--- config.mk ---
export PLATFORM = sky130hd
export DESIGN_NAME = timer_cmp_irq
export DESIGN_NICKNAME = d
export VERILOG_FILES = /design/src/rtl/timer_pkg.sv /design/src/rtl/timer_rd_snap.sv /design/src/rtl/timer_cmp_irq.sv
export SDC_FILE = /design/constraint.sdc
export NUM_CORES = 1
export LEC_CHECK = 0
export ABC_AREA = 1
export BUFFER_PORTS_ARGS = -buffer_cell sky130_fd_sc_hd__buf_4
export CAP_MARGIN = 20
export CORE_MARGIN = 2
export CORE_UTILIZATION = 60
export CTS_BUF_LIST = sky130_fd_sc_hd__clkbuf_4
export DETAILED_ROUTE_END_ITERATION = 16
export GPL_TIMING_DRIVEN = 0
export PLACE_DENSITY = 0.88
export SKIP_LAST_GASP = 1
export SYNTH_ARGS = -nofsm -noshare
export SYNTH_HDL_FRONTEND = slang
export SYNTH_SLANG_ARGS = --single-unit
--- constraint.sdc ---
create_clock -name clk -period 11.8 [get_ports clk]
set_clock_uncertainty 0.05 [all_clocks]
set_input_delay 0.59 -clock clk [delete_from_list [all_inputs] [get_ports clk]]
set_output_delay 0.59 -clock clk [all_outputs]
set_load 0.02 [all_outputs]
--- src/rtl/timer_pkg.sv ---
// Shared constants for the timer compare/interrupt block: FSM state codes,
// read-select encodings and the compare register reset value.
package timer_pkg;

  localparam logic [1:0] ST_ARMED  = 2'd0;
  localparam logic [1:0] ST_UPDATE = 2'd1;
  localparam logic [1:0] ST_FIRED  = 2'd2;

  localparam logic [1:0] RD_CNT_LO = 2'd0;
  localparam logic [1:0] RD_CNT_HI = 2'd1;
  localparam logic [1:0] RD_CMP_LO = 2'd2;
  localparam logic [1:0] RD_CMP_HI = 2'd3;

  localparam logic [63:0] CMP_RST_DEFAULT = 64'hFFFF_FFFF_FFFF_FFFF;

endpackage

--- src/rtl/timer_rd_snap.sv ---
// Registered 32-bit read path for counter and compare. A counter-low read
// snapshots the counter high half so a following high read is coherent.
module timer_rd_snap
  import timer_pkg::*;
(
  input  logic        clk,
  input  logic        rst,
  input  logic [63:0] counter,
  input  logic [63:0] compare,
  input  logic        rd_en,
  input  logic [1:0]  rd_sel,
  output logic [31:0] rd_data,
  output logic        rd_valid
);

  logic [31:0] shadow_q, shadow_d;
  logic [31:0] rd_data_q, rd_data_d;
  logic        rd_valid_q, rd_valid_d;

  always_comb begin
    shadow_d   = shadow_q;
    rd_data_d  = rd_data_q;
    rd_valid_d = rd_en;
    if (rd_en) begin
      case (rd_sel)
        RD_CNT_LO: begin
          rd_data_d = counter[31:0];
          shadow_d  = counter[63:32];
        end
        RD_CNT_HI: rd_data_d = shadow_q;
        RD_CMP_LO: rd_data_d = compare[31:0];
        default:   rd_data_d = compare[63:32];
      endcase
    end
  end

  always_ff @(posedge clk or posedge rst) begin
    if (rst) begin
      shadow_q   <= 32'd0;
      rd_data_q  <= 32'd0;
      rd_valid_q <= 1'b0;
    end else begin
      shadow_q   <= shadow_d;
      rd_data_q  <= rd_data_d;
      rd_valid_q <= rd_valid_d;
    end
  end

  assign rd_data  = rd_data_q;
  assign rd_valid = rd_valid_q;

endmodule

--- src/rtl/timer_cmp_irq.sv ---
// Compare register, match FSM and sticky interrupt for the 64-bit timer,
// plus the coherent counter/compare read path.
module timer_cmp_irq
  import timer_pkg::*;
#(
  parameter logic [63:0] CMP_RST = CMP_RST_DEFAULT
) (
  input  logic        clk,
  input  logic        rst,
  input  logic [63:0] counter,
  input  logic        timer_en,
  input  logic [31:0] wr_data,
  input  logic        tcmp0_wr_en,
  input  logic        tcmp1_wr_en,
  input  logic        int_en,
  input  logic        int_clr,
  input  logic        rd_en,
  input  logic [1:0]  rd_sel,
  output logic [31:0] rd_data,
  output logic        rd_valid,
  output logic [63:0] compare,
  output logic        int_pending,
  output logic        timer_int
);

  logic [1:0]  state_q, state_d;
  logic [31:0] staging_q, staging_d;
  logic [63:0] compare_q, compare_d;
  logic        pending_q, pending_d;
  logic        match;

  // Writes outrank matching; staging always mirrors the committed low half
  // after a commit, so a lone tcmp1 write keeps the existing low word.
  always_comb begin
    state_d   = state_q;
    staging_d = staging_q;
    compare_d = compare_q;
    match     = 1'b0;
    if (tcmp0_wr_en && tcmp1_wr_en) begin
      compare_d = {wr_data, wr_data};
      staging_d = wr_data;
      state_d   = ST_ARMED;
    end else if (tcmp0_wr_en) begin
      staging_d = wr_data;
      state_d   = ST_UPDATE;
    end else if (tcmp1_wr_en) begin
      compare_d = {wr_data, staging_q};
      state_d   = ST_ARMED;
    end else begin
      case (state_q)
        ST_ARMED: begin
          if (timer_en && (counter >= compare_q)) begin
            match   = 1'b1;
            state_d = ST_FIRED;
          end
        end
        ST_UPDATE, ST_FIRED: state_d = state_q;
        default:             state_d = ST_ARMED;
      endcase
    end
    pending_d = match | (pending_q & ~int_clr);
  end

  always_ff @(posedge clk or posedge rst) begin
    if (rst) begin
      state_q   <= ST_ARMED;
      staging_q <= CMP_RST[31:0];
      compare_q <= CMP_RST;
      pending_q <= 1'b0;
    end else begin
      state_q   <= state_d;
      staging_q <= staging_d;
      compare_q <= compare_d;
      pending_q <= pending_d;
    end
  end

  assign compare     = compare_q;
  assign int_pending = pending_q;
  assign timer_int   = pending_q & int_en;

  timer_rd_snap u_rd_snap (
    .clk      (clk),
    .rst      (rst),
    .counter  (counter),
    .compare  (compare_q),
    .rd_en    (rd_en),
    .rd_sel   (rd_sel),
    .rd_data  (rd_data),
    .rd_valid (rd_valid)
  );

endmodule
# Word-level counts from Yosys, hierarchy flattened
# Cells that the tools add are included.
# Widths: inputs -> output; s select.
classes:
  magnitude_cmp: 1
  n_eq_ne: 7
  n_mux: 16
  bitwise: 4
  n_reduce_logical: 10
op_table:
  columns: ["cell", "n"]
  rows:
  - ["$mux 64", 3]
  - ["$pmux 32 s3", 1]
  - ["$ge 64x64->1", 1]
  - ["$mux 32", 2]
  - ["$mux 2", 4]
  - ["$reduce_and 2->1", 3]
  - ["$mux 1", 5]
  - ["$ne 5x5->1 const B", 1]
  - ["$eq 2x1->1 const B", 2]
  - ["$eq 2x2->1 const B", 2]
  - ["$logic_not 2->1", 2]
  - ["$ne 4x4->1 const B", 1]
  - ["$pmux 2 s2", 1]
  - ["$reduce_bool 2->1", 2]
  - ["$and 1x1->1", 2]
  - ["$logic_and 1x1->1", 2]
  - ["$ne 2x1->1 const B", 1]
  - ["$reduce_or 2->1", 1]
  - ["$not 1->1", 1]
  - ["$or 1x1->1", 1]
word_totals:
  reg_bits: 164
  inputBits: 106
  out_inout_bits: 99
  elab_cells: 45

# Logic depth before layout (Yosys ltp)
# Gate-level depths: netlist of run 1.
logic_depth:
  word_depth: 8
  mapped_depth: 20
  ltp_nobuf: 20

# By module
# From an unflattened synthesis of run 1, not the netlist that was laid out.
unflattened:
  hier_cells: 1136
  area_unflattened_um2: 8831.0
modules_own_cells:
  columns: ["mod", "n_inst", "cells_per_inst", "area_each_um2", "seq_area_each_um2"]
  rows:
  - ["timer_cmp_irq", 1, 645, 5420.2, 2597.5]
  - ["timer_rd_snap", 1, 491, 3410.8, 1626.6]

# Worst setup path before layout of run 1
# OpenSTA, ideal clock, no wires.
synth_timing:
  kind: "reg-to-reg"
  start: "reg compare_q[59], in the netlist compare[59]"
  end: "reg state_q[1]"
  setup_ps: 116
  arrival_ps: 1802
  t_required_ps: 11634
  path_slack_ps: 9831
  path_stages_with_launch: 18
  path_buffers: 0
  period_less_slack_ps: 1969
  cell_sequence: "dfstp_2 -> inv_1 -> ha_1 -> nand2_1 -> inv_2 -> nand3_2 -> nor3_2 -> nand2_2 -> nor2_2 -> nand2_1 -> nand2_1 -> nor2_1 -> nand2_1 -> nand2_2 -> nand2_2 -> nand2_2 -> nand2_1 -> nand2_1"
synth_between:
  elab_chain_cells: 4
synth_lines:
  columns: ["element", "line", "text"]
  rows:
  - ["start, declared", "timer_cmp_irq.sv:28", "logic [63:0] compare_q, compare_d;"]
  - ["start signal, assigned", "timer_cmp_irq.sv:73", "compare_q <= compare_d;"]
  - ["$ge 64x64->1", "timer_cmp_irq.sv:52", "if (timer_en && (counter >= compare_q)) begin"]
  - ["$logic_and 1x1->1", "timer_cmp_irq.sv:52", null]
  - ["$ne 5x5->1 (no source line)", null, null]
  - ["$reduce_and 2->1 (no source line)", null, null]
  - ["end signal, assigned", "timer_cmp_irq.sv:71", "state_q <= state_d;"]
  - ["end, declared", "timer_cmp_irq.sv:26", "logic [1:0] state_q, state_d;"]
# No other way between the ends.
# A chain may end at the register's enable or synchronous reset.

# Worst setup path after layout of run 1
layout_timing:
  start: "reg compare_q[45], in the netlist compare[45]"
  end: "reg state_q[1]"
# The elaborated chain is that of the path after synthesis.

==> reports/metrics.cfg, run 1 <==
[grt]
grt_util_met1_pct = 44.9
grt_use_met2_pct = 53.3
grt_first_pass_wirelength_mm = 38.1
grt_max_degree = 102
antenna_found_initial = 1
grt.busiest_layer = met2
grt_overflow = 0
grt_pass1_vias = 7491
use_met3_pct = 6.74
track_usage_pct = 33.8

[layout]
syn_to_final_growth_pct = 24.6
drive_above_1_share_pct = 31.9
layout.nets = 1335
stdcell_count = 1358

[worst_setup_path]
path_cells = inv_1 > ha_1 > a21oi_1 > nor2_1 > nor3_1 > nand2_1 > nand2_1 > nand2_1 > nor2_1 > nand2_1 > nand2_2 > nand2_2 > nand3_1 > nand2_1
cp-startpoint = compare[45]
cp_max_fo = 3
slowest_delay_ns = 0.58
cp.arrival_ns = 2.79
critPathKind = register to register
reg2reg_from = compare[45]
endpoint_kind = register
setup.worst_path.start_class = register
crit_slowest_cell = dfstp_2
cpMostUsedCell = nand2_1
worstPathRequired_ns = 12.24

[floorplanning]
fp.dieW_um = 122
die_h_um = 122
core.rowCount = 43
pin_count = 205
dieArea_um2 = 15000
initial_core_util_pct = 61.1
fp.coreArea_um2 = 13800

[sta]
hold_viol = 0
finalSetupViolations = 0
fmax_mhz = 426
fin_crit_sh_pct = 19.9
slew_viol_final = 0
rsz0062_at_grt = false
period_needed_ns = 2.35
fin_hold_ws_ns = 0.00554
tns_ns = 0
worst_pin_slew_ns = 0.713
relSlewSlack_pct = 52.4

[route]
first_pass_iters = 6
drc_errors = 0
vias = 7747
wl_per_cell_um = 18.3
drtAntennaViolNets = 0
drt-initial-drc-count = 603
viasPerCell = 5.70
finalWirelength_mm = 24.8

[pwr]
ir_worst_vdd_v = 0.0000706
p_per_area_nw_per_um2 = 136
static-leakage-power_nw = 5.18

[logic_synthesis]
ys_warn_count = 0
synth_area_um2 = 8410
ys.flop_type = dfstp_2
synth_edf_count = 0
seq_area_frac_synth_pct = 50.2
synth.most_common_cell = nand2_1
synth_cell_types = 30
synth_top_area_cell = dfstp_2
yosys.area.top_type_share_pct = 30.0
yosys_register_bits = 164
postSynthCellCount = 942
syn_avg_cell_area_um2 = 8.93
synth.top_cells.by_count = 295 x nand2_1, 96 x dfstp_2, 96 x o21ai_0, 93 x inv_1, 68 x dfrtp_1
syn-num-nets = 1113
synthArstFlopShare_pct = 100
yosys-top-cells-area = dfstp_2 30%, dfrtp_1 20%, nand2_1 13%

[clock_network]
clk_latency_ns = 0.59
clock_path_buffers = 2
clk_pin_slew_ns = 0.12
cts_buffers = 17
ctsResizeCount = 0
root_buffer = clkbuf_4
hold_buffers = 0
htree_levels = 4
tritoncts = yes
postCtsSetupBuffers = 0
clock-sinks = 164

[flow_run]
cap_viol_max_count = 0

[status]
status = finished, final reports clean

[placed_design]
dpl.hpwl_mm = 18.3
portBuffers = 202
dp_cells = 1325
place_congestion = 0.926

[min_path]
hold_path.class = input port to asynchronous set/reset pin

-- cells by family after synthesis --
| group | Yosys count | share of synthesized area, % |
|---|---|---|
| AND/OR/NAND/NOR | 347 | 16.5 |
| multiplexers | 30 | 4.02 |
| buffers and inverters | 138 | 6.31 |
| flip-flops | 164 | 50.2 |
| adder cells (fa/ha/maj) | 65 | 9.67 |
| AO/OA/AOI/OAI | 198 | 13.3 |
-- layer usage --
metal | part of all wire, % | vias up
li1 | - | 3576
met3 | 9.2 | 79
met5 | 0 | -
met1 | 40 | 3669
met4 | 4.0 | 0
met2 | 47 | 423
-- report_power, final --
part | leakage (nW) | internal (mW) | switching, mW
combinational | 3.18 | 0.153 | 0.221
sequential | 1.84 | 0.655 | 0.0425
clock | 0.166 | 0.164 | 0.186
-- cell type report --
| cell class | instances | area (µm²) |
|---|---|---|
| sequential | 164 | 4220 |
| antenna | 1 | 2.50 |
| fill | 1022 | 3290 |
| timing repair buffer | 203 | 1540 |
| multi-input combinational | 640 | 3660 |
| buffer | 42 | 170 |
| clock buffer | 25 | 188 |
| inverter | 96 | 365 |
| clock inverter | 7 | 106 |
| tap | 180 | 225 |
-- cells in the final DEF (no fill, tap or decap), drive strengths merged --
master	netlist	routed
a21o	2	2
mux2	30	30
nor3	5	5
or2	1	1
o22ai	3	3
clkinv	1	5
o21ai	133	133
a21oi	28	28
and3	1	1
bufinv	0	3
nand3	6	6
nand2	300	300
nand4	7	7
inv	95	95
clkbuf	27	52
nand3b	1	1
dfstp	96	96
nor2	26	26
a221oi	32	32
buf	15	218
diode	0	1
ha	65	65
dfrtp	68	68
-- sequential cells by signal, indices dropped and copies added (netlist names) --
name and count:
u_rd_snap.rd_data 32, int_pending 1, u_rd_snap.rd_valid 1, compare 64, u_rd_snap.shadow_q 32, staging_q 32, state_q 2
-- critical path, delay by kind of cell (launching register included) --
kind | cells | cell delay, ns
flip-flops | 1 | 0.58
buffers and inverters | 1 | 0.06
AO/OA/AOI/OAI | 1 | 0.16
AND/OR/NAND/NOR | 11 | 1.13
adder cells (fa/ha/maj) | 1 | 0.28
-- through the flow --
step | util (%) | worst slack, ns | cell area [µm²] | power, mW
floorplan | - | 6.89 | 8410 | 0.913
global placement | 73.7 | 5.14 | 10200 | 1.06
detailed placement | 74.0 | 9.41 | 10200 | 1.08
CTS | 76.1 | 9.52 | 10500 | 1.42
global route | 76.1 | 9.25 | 10500 | 1.49
finish | 76.1 | 9.45 | 10500 | 1.42
-- worst paths after layout --
| check | endpoint | slack, ns | depth (start not counted) |
|---|---|---|---|
| setup / recovery | state_q[1] | 9.45 | 14 |
| hold / removal | u_rd_snap.rd_data[1] | 0.006 | 2 |
| setup reg to reg | state_q[1] | 9.45 | 14 |
| hold reg to reg | staging_q[10] | 0.43 | 2 |
| max in group asynchronous | staging_q[19] | 10.79 | 3 |
| min in group clk | u_rd_snap.rd_valid | 0.07 | 1 |
No activity file was read; power rests on OpenSTA's default activity.
==> run 2, diff against run 1 <==
--- a/config.mk
+++ b/config.mk
@@ -9,11 +9,11 @@
 export BUFFER_PORTS_ARGS = -buffer_cell sky130_fd_sc_hd__buf_4
 export CAP_MARGIN = 20
 export CORE_MARGIN = 2
-export CORE_UTILIZATION = 60
+export CORE_UTILIZATION = 50
 export CTS_BUF_LIST = sky130_fd_sc_hd__clkbuf_4
 export DETAILED_ROUTE_END_ITERATION = 16
 export GPL_TIMING_DRIVEN = 0
-export PLACE_DENSITY = 0.88
+export PLACE_DENSITY = 0.78
 export SKIP_LAST_GASP = 1
 export SYNTH_ARGS = -nofsm -noshare
 export SYNTH_HDL_FRONTEND = slang
==> constraint.sdc (replaced) <==
create_clock -name clk -period 2.07 [get_ports clk]
set_clock_uncertainty 0.05 [all_clocks]
set_input_delay 0.1035 -clock clk [delete_from_list [all_inputs] [get_ports clk]]
set_output_delay 0.1035 -clock clk [all_outputs]
set_load 0.02 [all_outputs]
==> run 2 against run 1 <==
Effect of this change: the flow now finishes with violations (setup timing); sequential power increased to 5.7 times the previous value; critical endpoint unchanged; die area rose by 19%; largest cell class unchanged; worst hold slack improved by 0.00062 ns; design area increased by 15%; maximum frequency grew 4.4%; sequential cell count did not move; highest routed layer unchanged; utilization decreased by 3.0 points.
==> reports/metrics.cfg, run 2 (same netlist as run 1, synthesis figures left out) <==
[worst_setup_path]
setup.worst_path.start_class = register
endpoint_kind = register
critPathKind = register to register
endpoint = state_q[1]
cp-startpoint = compare[51]
cpMostUsedCell = nand2_1
crit_slowest_cell = dfstp_2
cp_num_buf_inv = 1  ; unchanged
cp_max_fo = 3  ; unchanged
path_cells = inv_2 > ha_4 > nand4_1 > nor3_2 > nand2_2 > nor2_2 > nand2_1 > nand2_1 > nor2_1 > nand2_1 > nand2_2 > nand2_2 > nand2_2 > nand2_1 > nand2_1
crit_family = simple AND/OR/NAND/NOR gates
reg2reg_to = state_q[1]
worstPathRequired_ns = 2.51  ; -9.73 ns
r2r_cells = 15  ; +1
slowest_delay_ns = 0.60  ; +0.02 ns
cp.arrival_ns = 2.69  ; -0.10 ns
reg2reg_from = compare[51]
cp_num_cells = 15  ; +1
reg2reg_slack_ns = -0.18  ; -9.63 ns

[floorplanning]
fp.coreArea_um2 = 16500  ; +20%
pin_count = 205  ; unchanged
core.rowCount = 47  ; +9.3%
fp.dieW_um = 134  ; +9.2%
die_h_um = 134  ; +9.2%
dieArea_um2 = 17900  ; +19%
initial_core_util_pct = 50.9  ; -10 points

[placed_design]
portBuffers = 202  ; unchanged
dpl.hpwl_mm = 19.0  ; +3.4%
place_congestion = 0.901  ; -2.7%
dp_cells = 1368  ; +3.2%

[min_path]
hold_path_depth = 2
hold_path.class = input port to register

[grt]
antenna_found_initial = 1  ; unchanged
track_usage_pct = 32.2  ; -1.6 points
grt_max_degree = 41  ; -60%
grt_overflow = 0  ; unchanged
grt_util_met1_pct = 40.9  ; -4.1 points
use_met3_pct = 6.58  ; -0.15 points
grt_use_met2_pct = 52.9  ; -0.40 points
grt_pass1_vias = 8472  ; +13%
grt_first_pass_wirelength_mm = 44.3  ; +16%
grt.busiest_layer = met2

[layout]
layout.nets = 1455  ; +9.0%
final_common_cell = nand2_1
mostFrequentLayoutCells = 294 x nand2_1, 213 x buf_4, 106 x dlygate4sd3_1
stdcell_count = 1518  ; +12%
largest_register_ffs = 64  ; unchanged
syn_to_final_growth_pct = 43.7
drive_above_1_share_pct = 33.2  ; +1.2 points

[route]
drtAntennaViolNets = 0  ; unchanged
viasPerCell = 5.52  ; -3.2%
first_pass_iters = 5  ; -1
finalWirelength_mm = 28.5  ; +15%
wl_per_cell_um = 18.8  ; +2.9%
vias = 8381  ; +8.2%
drt-initial-drc-count = 673  ; +12%
drc_errors = 0  ; unchanged

[clock_network]
root_buffer = clkbuf_4
tritoncts = yes
cts_buffers = 17  ; unchanged
htree_levels = 4  ; unchanged
clock-sinks = 164  ; unchanged
clk_pin_slew_ns = 0.14  ; +0.02 ns
clk_latency_ns = 0.59  ; about the same
clock_path_buffers = 2  ; unchanged

[pwr]
p_per_area_nw_per_um2 = 752  ; +450%
power_mw = 9.09  ; +540%
static-leakage-power_nw = 5.77  ; +11%
ir_worst_vdd_v = 0.000376  ; +430%

[sta]
hold_viol = 0  ; unchanged
slew_viol_final = 0  ; unchanged
finalSetupViolations = 3  ; +3
worst_pin_slew_ns = 0.811  ; +0.0975 ns
relSlewSlack_pct = 45.8  ; -6.6 points
rsz0062_at_grt = true
period_needed_ns = 2.25  ; -0.100 ns
fin_crit_sh_pct = 109  ; +89 points
fmax_mhz = 445  ; +4.4%
setup_slack_ns = -0.179  ; -9.63 ns

[status]
violations = setup timing
status = finished, violations left

[flow_run]
cap_viol_max_count = 0  ; unchanged

run 2: cell count changes in the layout (fill, tap and decap cells not counted), sizes merged:
cell	before	now
clkbuf	52	48
inv	95	94
dlygate4sd3	0	106
clkinvlp	0	1
clkinv	5	4
bufinv	3	8
buf	218	232
run 2: final cells by class:
class	instances	area [µm²]
Inverter	96	364
Antenna cell	1	2.50
Tap cell	220	275
Sequential cell	164	4220
Fill cell	1161	4440
Buffer	42	170
Timing Repair Buffer	323	2740
Clock inverter	11	254
Clock buffer	21	158
Multi-Input combinational cell	640	3900
run 2: power breakdown:
| group | internal (mW) | switching [mW] | leakage (nW) |
|---|---|---|---|
| logic | 1.09 | 1.39 | 3.71 |
| clock network | 1.49 | 1.14 | 0.219 |
| registers | 3.73 | 0.239 | 1.84 |
run 2: how the worst min path moves through the flow:
| stage | from | endpoint | slack (ns) |
|---|---|---|---|
| 3_5_place_dp | rd_en | u_rd_snap.rd_valid | 0.19 |
| 2_1_floorplan | rd_en | u_rd_snap.rd_valid | 0.08 |
| 6_report | tcmp1_wr_en | compare[26] | 0.006 |
| 5_1_grt | tcmp1_wr_en | compare[25] | 0.02 |
| 3_3_place_gp | rd_en | u_rd_snap.rd_valid | 0.19 |
| 4_1_cts | tcmp1_wr_en | compare[44] | 0.007 |
run 2: stage by stage:
stage	cell area, µm²	setup TNS [ns]	hold slack (ns)	worst slack [ns]	util, %
floorplan	8420	-6.11	0.0849	-0.0899	-
global placement	10200	-113.54	0.188	-1.14	61.8
detailed placement	10300	-0.579	0.190	-0.235	62.3
CTS	11900	-0.388	0.00694	-0.144	72.2
global route	12100	-0.911	0.0172	-0.336	73.1
finish	12100	-0.484	0.00616	-0.179	73.1
run 2: layer usage:
layer / wire [µm] / share of wire [%]
met1: 11300 / 40
met2: 14000 / 49
met3: 2210 / 7.7
met4: 1070 / 3.7
met5: 0 / 0
run 2: worst reg2reg max path: cells and delay by family (launching register included):
| family | cells | cell delay (ns) |
|---|---|---|
| AND/OR/NAND/NOR | 13 | 1.16 |
| flip-flops | 1 | 0.60 |
| adder cells (fa/ha/maj) | 1 | 0.27 |
| buffers and inverters | 1 | 0.07 |
run 2: what timing repair did:
item | in CTS | in global routing
gates resized for setup | 20 | 22
cloned | 0 | 0
hold buffers | 106 | 0
endpoints found under the hold margin | 178 | 0
pin swaps | 17 | 16
setup buffers | 8 | 3
setup endpoints to repair | 3 | 3
==> run 3, diff against run 2 <==
--- a/config.mk
+++ b/config.mk
@@ -5,7 +5,6 @@
 export SDC_FILE = /design/constraint.sdc
 export NUM_CORES = 1
 export LEC_CHECK = 0
-export ABC_AREA = 1
 export BUFFER_PORTS_ARGS = -buffer_cell sky130_fd_sc_hd__buf_4
 export CAP_MARGIN = 20
 export CORE_MARGIN = 2
==> run 3 against run 2 <==
Effect of this change: the flow still finishes with violations (setup timing); wire length decreased by 15%; cell count decreased by 18%; critical path type unchanged; sequential power increased by 3%; clock power decreased by 35%; first-iteration DRC count decreased by 46%; utilization decreased by 2.8 points; sequential share of layout area increased by 1.4 points; critical path depth decreased by 7; non-clock buffer count decreased by 21; worst hold slack improved by 0.079 ns; via count decreased by 19%; largest cell class unchanged.
==> reports/metrics.cfg, run 3 <==
[status]
status = finished, violations left
violations = setup timing

[grt]
track_usage_pct = 28.1  ; -4.1 points
grt_first_pass_wirelength_mm = 38.4  ; -13%
antenna_found_initial = 1  ; unchanged
grt_max_degree = 43  ; +4.9%
grt_pass1_vias = 7213  ; -15%
grt_overflow = 0  ; unchanged

[pwr]
swShare_pct = 31.3  ; +0.77 points
power.net_switching_mw = 2.60  ; -6.2%
clkPwrFrac_pct = 20.5  ; -8.4 points
combinationalPowerShare_pct = 30.5  ; +3.1 points
p_per_area_nw_per_um2 = 715  ; -5.0%
static-leakage-power_nw = 5.30  ; -8.1%
seq_power_share_pct = 49.0  ; +5.3 points
ir_worst_vdd_v = 0.000385  ; +2.3%
power_mw = 8.31  ; -8.6%
p_int_mw = 5.71  ; -9.6%

[floorplanning]
fp.dieW_um = 134  ; about the same
dieArea_um2 = 17900  ; about the same
fp.coreArea_um2 = 16500  ; unchanged
die_h_um = 134  ; about the same
pin_count = 205  ; unchanged
initial_core_util_pct = 50.9  ; about the same
core.rowCount = 47  ; unchanged

[placed_design]
dpl.hpwl_mm = 17.4  ; -8.1%
place_congestion = 0.827  ; -8.3%
portBuffers = 201  ; -0.50%
post-place-ws_ns = -0.699  ; -0.464 ns
dp_cells = 1112  ; -19%

[logic_synthesis]
synth_top_area_cell = dfstp_2
syn_avg_cell_area_um2 = 12.2  ; +37%
synth_area_um2 = 8410  ; about the same
synth.most_common_cell = mux2_2
yosys-top-cells-area = dfstp_2 30%, dfrtp_1 20%, mux2_2 13%
synth_cell_types = 33  ; +10%
postSynthCellCount = 687  ; -27%
synth.top_cells.by_count = 97 x mux2_2, 96 x dfstp_2, 73 x nand2_1, 69 x inv_1, 69 x o21ai_0
synthArstFlopShare_pct = 100  ; unchanged
synth_edf_count = 0  ; unchanged
yosys_register_bits = 164  ; unchanged
yosys.area.top_type_share_pct = 30.0  ; about the same
ys.flop_type = dfstp_2
ys_warn_count = 0  ; unchanged
syn-num-nets = 858  ; -23%
seq_area_frac_synth_pct = 50.2  ; about the same

[route]
drtAntennaViolNets = 0  ; unchanged
first_pass_iters = 7  ; +2
finalWirelength_mm = 24.3  ; -15%
drt-initial-drc-count = 363  ; -46%
viasPerCell = 5.41  ; -2.1%
drc_errors = 0  ; unchanged
wl_per_cell_um = 19.5  ; +3.4%
vias = 6754  ; -19%

[layout]
stdcell_count = 1249  ; -18%
drive_above_1_share_pct = 46.5  ; +13 points
largest_register_ffs = 64  ; unchanged
layout.nets = 1188  ; -18%
mostFrequentLayoutCells = 206 x buf_4, 101 x dlygate4sd3_1, 97 x mux2_2
final_common_cell = buf_4
utilization_pct = 70.4  ; -2.8 points
syn_to_final_growth_pct = 38.3

[clock_network]
tritoncts = yes
clk_latency_ns = 0.56  ; -0.03 ns
clock_path_buffers = 2  ; unchanged
clock-sinks = 164  ; unchanged
cts_buffers = 17  ; unchanged
clk_pin_slew_ns = 0.13  ; about the same
htree_levels = 4  ; unchanged
root_buffer = clkbuf_4

[sta]
relSlewSlack_pct = 43.8  ; -2.1 points
rsz0062_at_grt = true
worst_pin_slew_ns = 0.843  ; +0.0326 ns
period_needed_ns = 2.66  ; +0.408 ns
fin_crit_sh_pct = 128  ; +20 points
setup_slack_ns = -0.587  ; -0.408 ns
fmax_mhz = 376  ; -15%
hold_viol = 0  ; unchanged
finalSetupViolations = 3  ; unchanged
slew_viol_final = 0  ; unchanged

[flow_run]
cap_viol_max_count = 0  ; unchanged

[worst_setup_path]
cp.arrival_ns = 3.07  ; +0.38 ns
worstPathRequired_ns = 2.48  ; -0.03 ns
critPathKind = register to register
endpoint_kind = register
setup.worst_path.start_class = register
cp_max_fo = 3  ; unchanged

[min_path]
hold_path.class = input port to register

run 3: changes by cell type in the layout (fill, tap and decap cells not counted), moves of 8 or more:
cell,previous run,this run
nand2_1,294,73
mux2_2,22,97
o21ai_1,38,2
mux4_2,0,32
a221oi_1,32,2
o21ai_0,95,69
inv_1,83,65
nor2_1,19,5
a21o_1,2,12
ha_1,52,62
ha_4,13,3
inv_2,11,3
mux2_1,8,0
run 3: path summary, 6_finish.rpt:
path | from | to | slack [ns] | cells past startpoint
setup / recovery | compare[57] | int_pending | -0.59 | 8
min in group asynchronous | rst | u_rd_snap.rd_data[4] | 0.13 | 3
hold reg to reg | u_rd_snap.shadow_q[24] | u_rd_snap.shadow_q[24] | 0.47 | 1
setup reg to reg | compare[57] | int_pending | -0.59 | 8
max in group asynchronous | rst | compare[15] | 0.94 | 5
hold / removal | tcmp0_wr_en | staging_q[31] | 0.08 | 2
run 3: final cells by class:
class / instances / area (µm²)
Antenna cell: 1 / 2.50
Buffer: 33 / 128
Clock buffer: 22 / 165
Clock inverter: 8 / 63.8
Fill cell: 1182 / 4900
Inverter: 69 / 263
Multi-Input combinational cell: 421 / 3870
Sequential cell: 164 / 4220
Tap cell: 220 / 275
Timing Repair Buffer: 311 / 2640
run 3: critical path, cell delays in order (launching register included):
cell,delay (ns)
dfstp_2,0.56
inv_1,0.05
ha_1,0.30
a21o_1,0.19
a221o_1,0.33
a221oi_1,0.31
o21ai_1,0.15
a211o_1,0.38
a32o_1,0.24
run 3: power by group through the flow:
| stage | Sequential (mW) | Combinational (mW) | Clock [mW] |
|---|---|---|---|
| floorplan | 4.38 | 1.06 | 0 |
| global placement | 4.10 | 2.25 | 0 |
| detailed placement | 4.11 | 2.33 | 0 |
| CTS | 4.06 | 2.51 | 1.74 |
| global route | 4.12 | 2.74 | 1.86 |
| finish | 4.07 | 2.54 | 1.71 |
run 3: cells by family (layout without fill, tap and decap cells):
logic type | count (synthesis) | in the layout | synth area share (%)
mux | 129 | 129 | 21.6
other cells | 0 | 1 | 0
simple gates | 108 | 108 | 5.80
fa+ha+maj | 65 | 65 | 9.67
flops | 164 | 164 | 50.2
compound gates | 119 | 119 | 8.13
buf+inv | 102 | 443 | 4.60
run 3: repair_timing:
action | CTS | global route
hold buffers | 101 | 0
endpoints found under the hold margin | 219 | 0
pin swaps | 2 | 2
setup endpoints to repair | 3 | 3
gates resized for setup | 4 | 2
buffers inserted | 2 | 3
run 3: per-layer routing:
layer / global-route usage (%) / vias up / wire length (µm)
li1: - / 3099 / -
met1: 36.5 / 3365 / 10300
met2: 47.5 / 244 / 12300
met3: 4.68 / 46 / 1120
met4: 10.8 / 0 / 613
met5: 0 / - / 0
run 3: through the flow:
stage	area [µm²]	hold slack (ns)	TNS (ns)
after floorplan	8460	0.0849	-7.52
after global placement	10200	0.171	-121.77
after detailed placement	10300	0.157	-11.56
after CTS	11600	0.0248	-1.84
after global routing	11600	0.0417	-1.99
final	11600	0.0849	-1.74
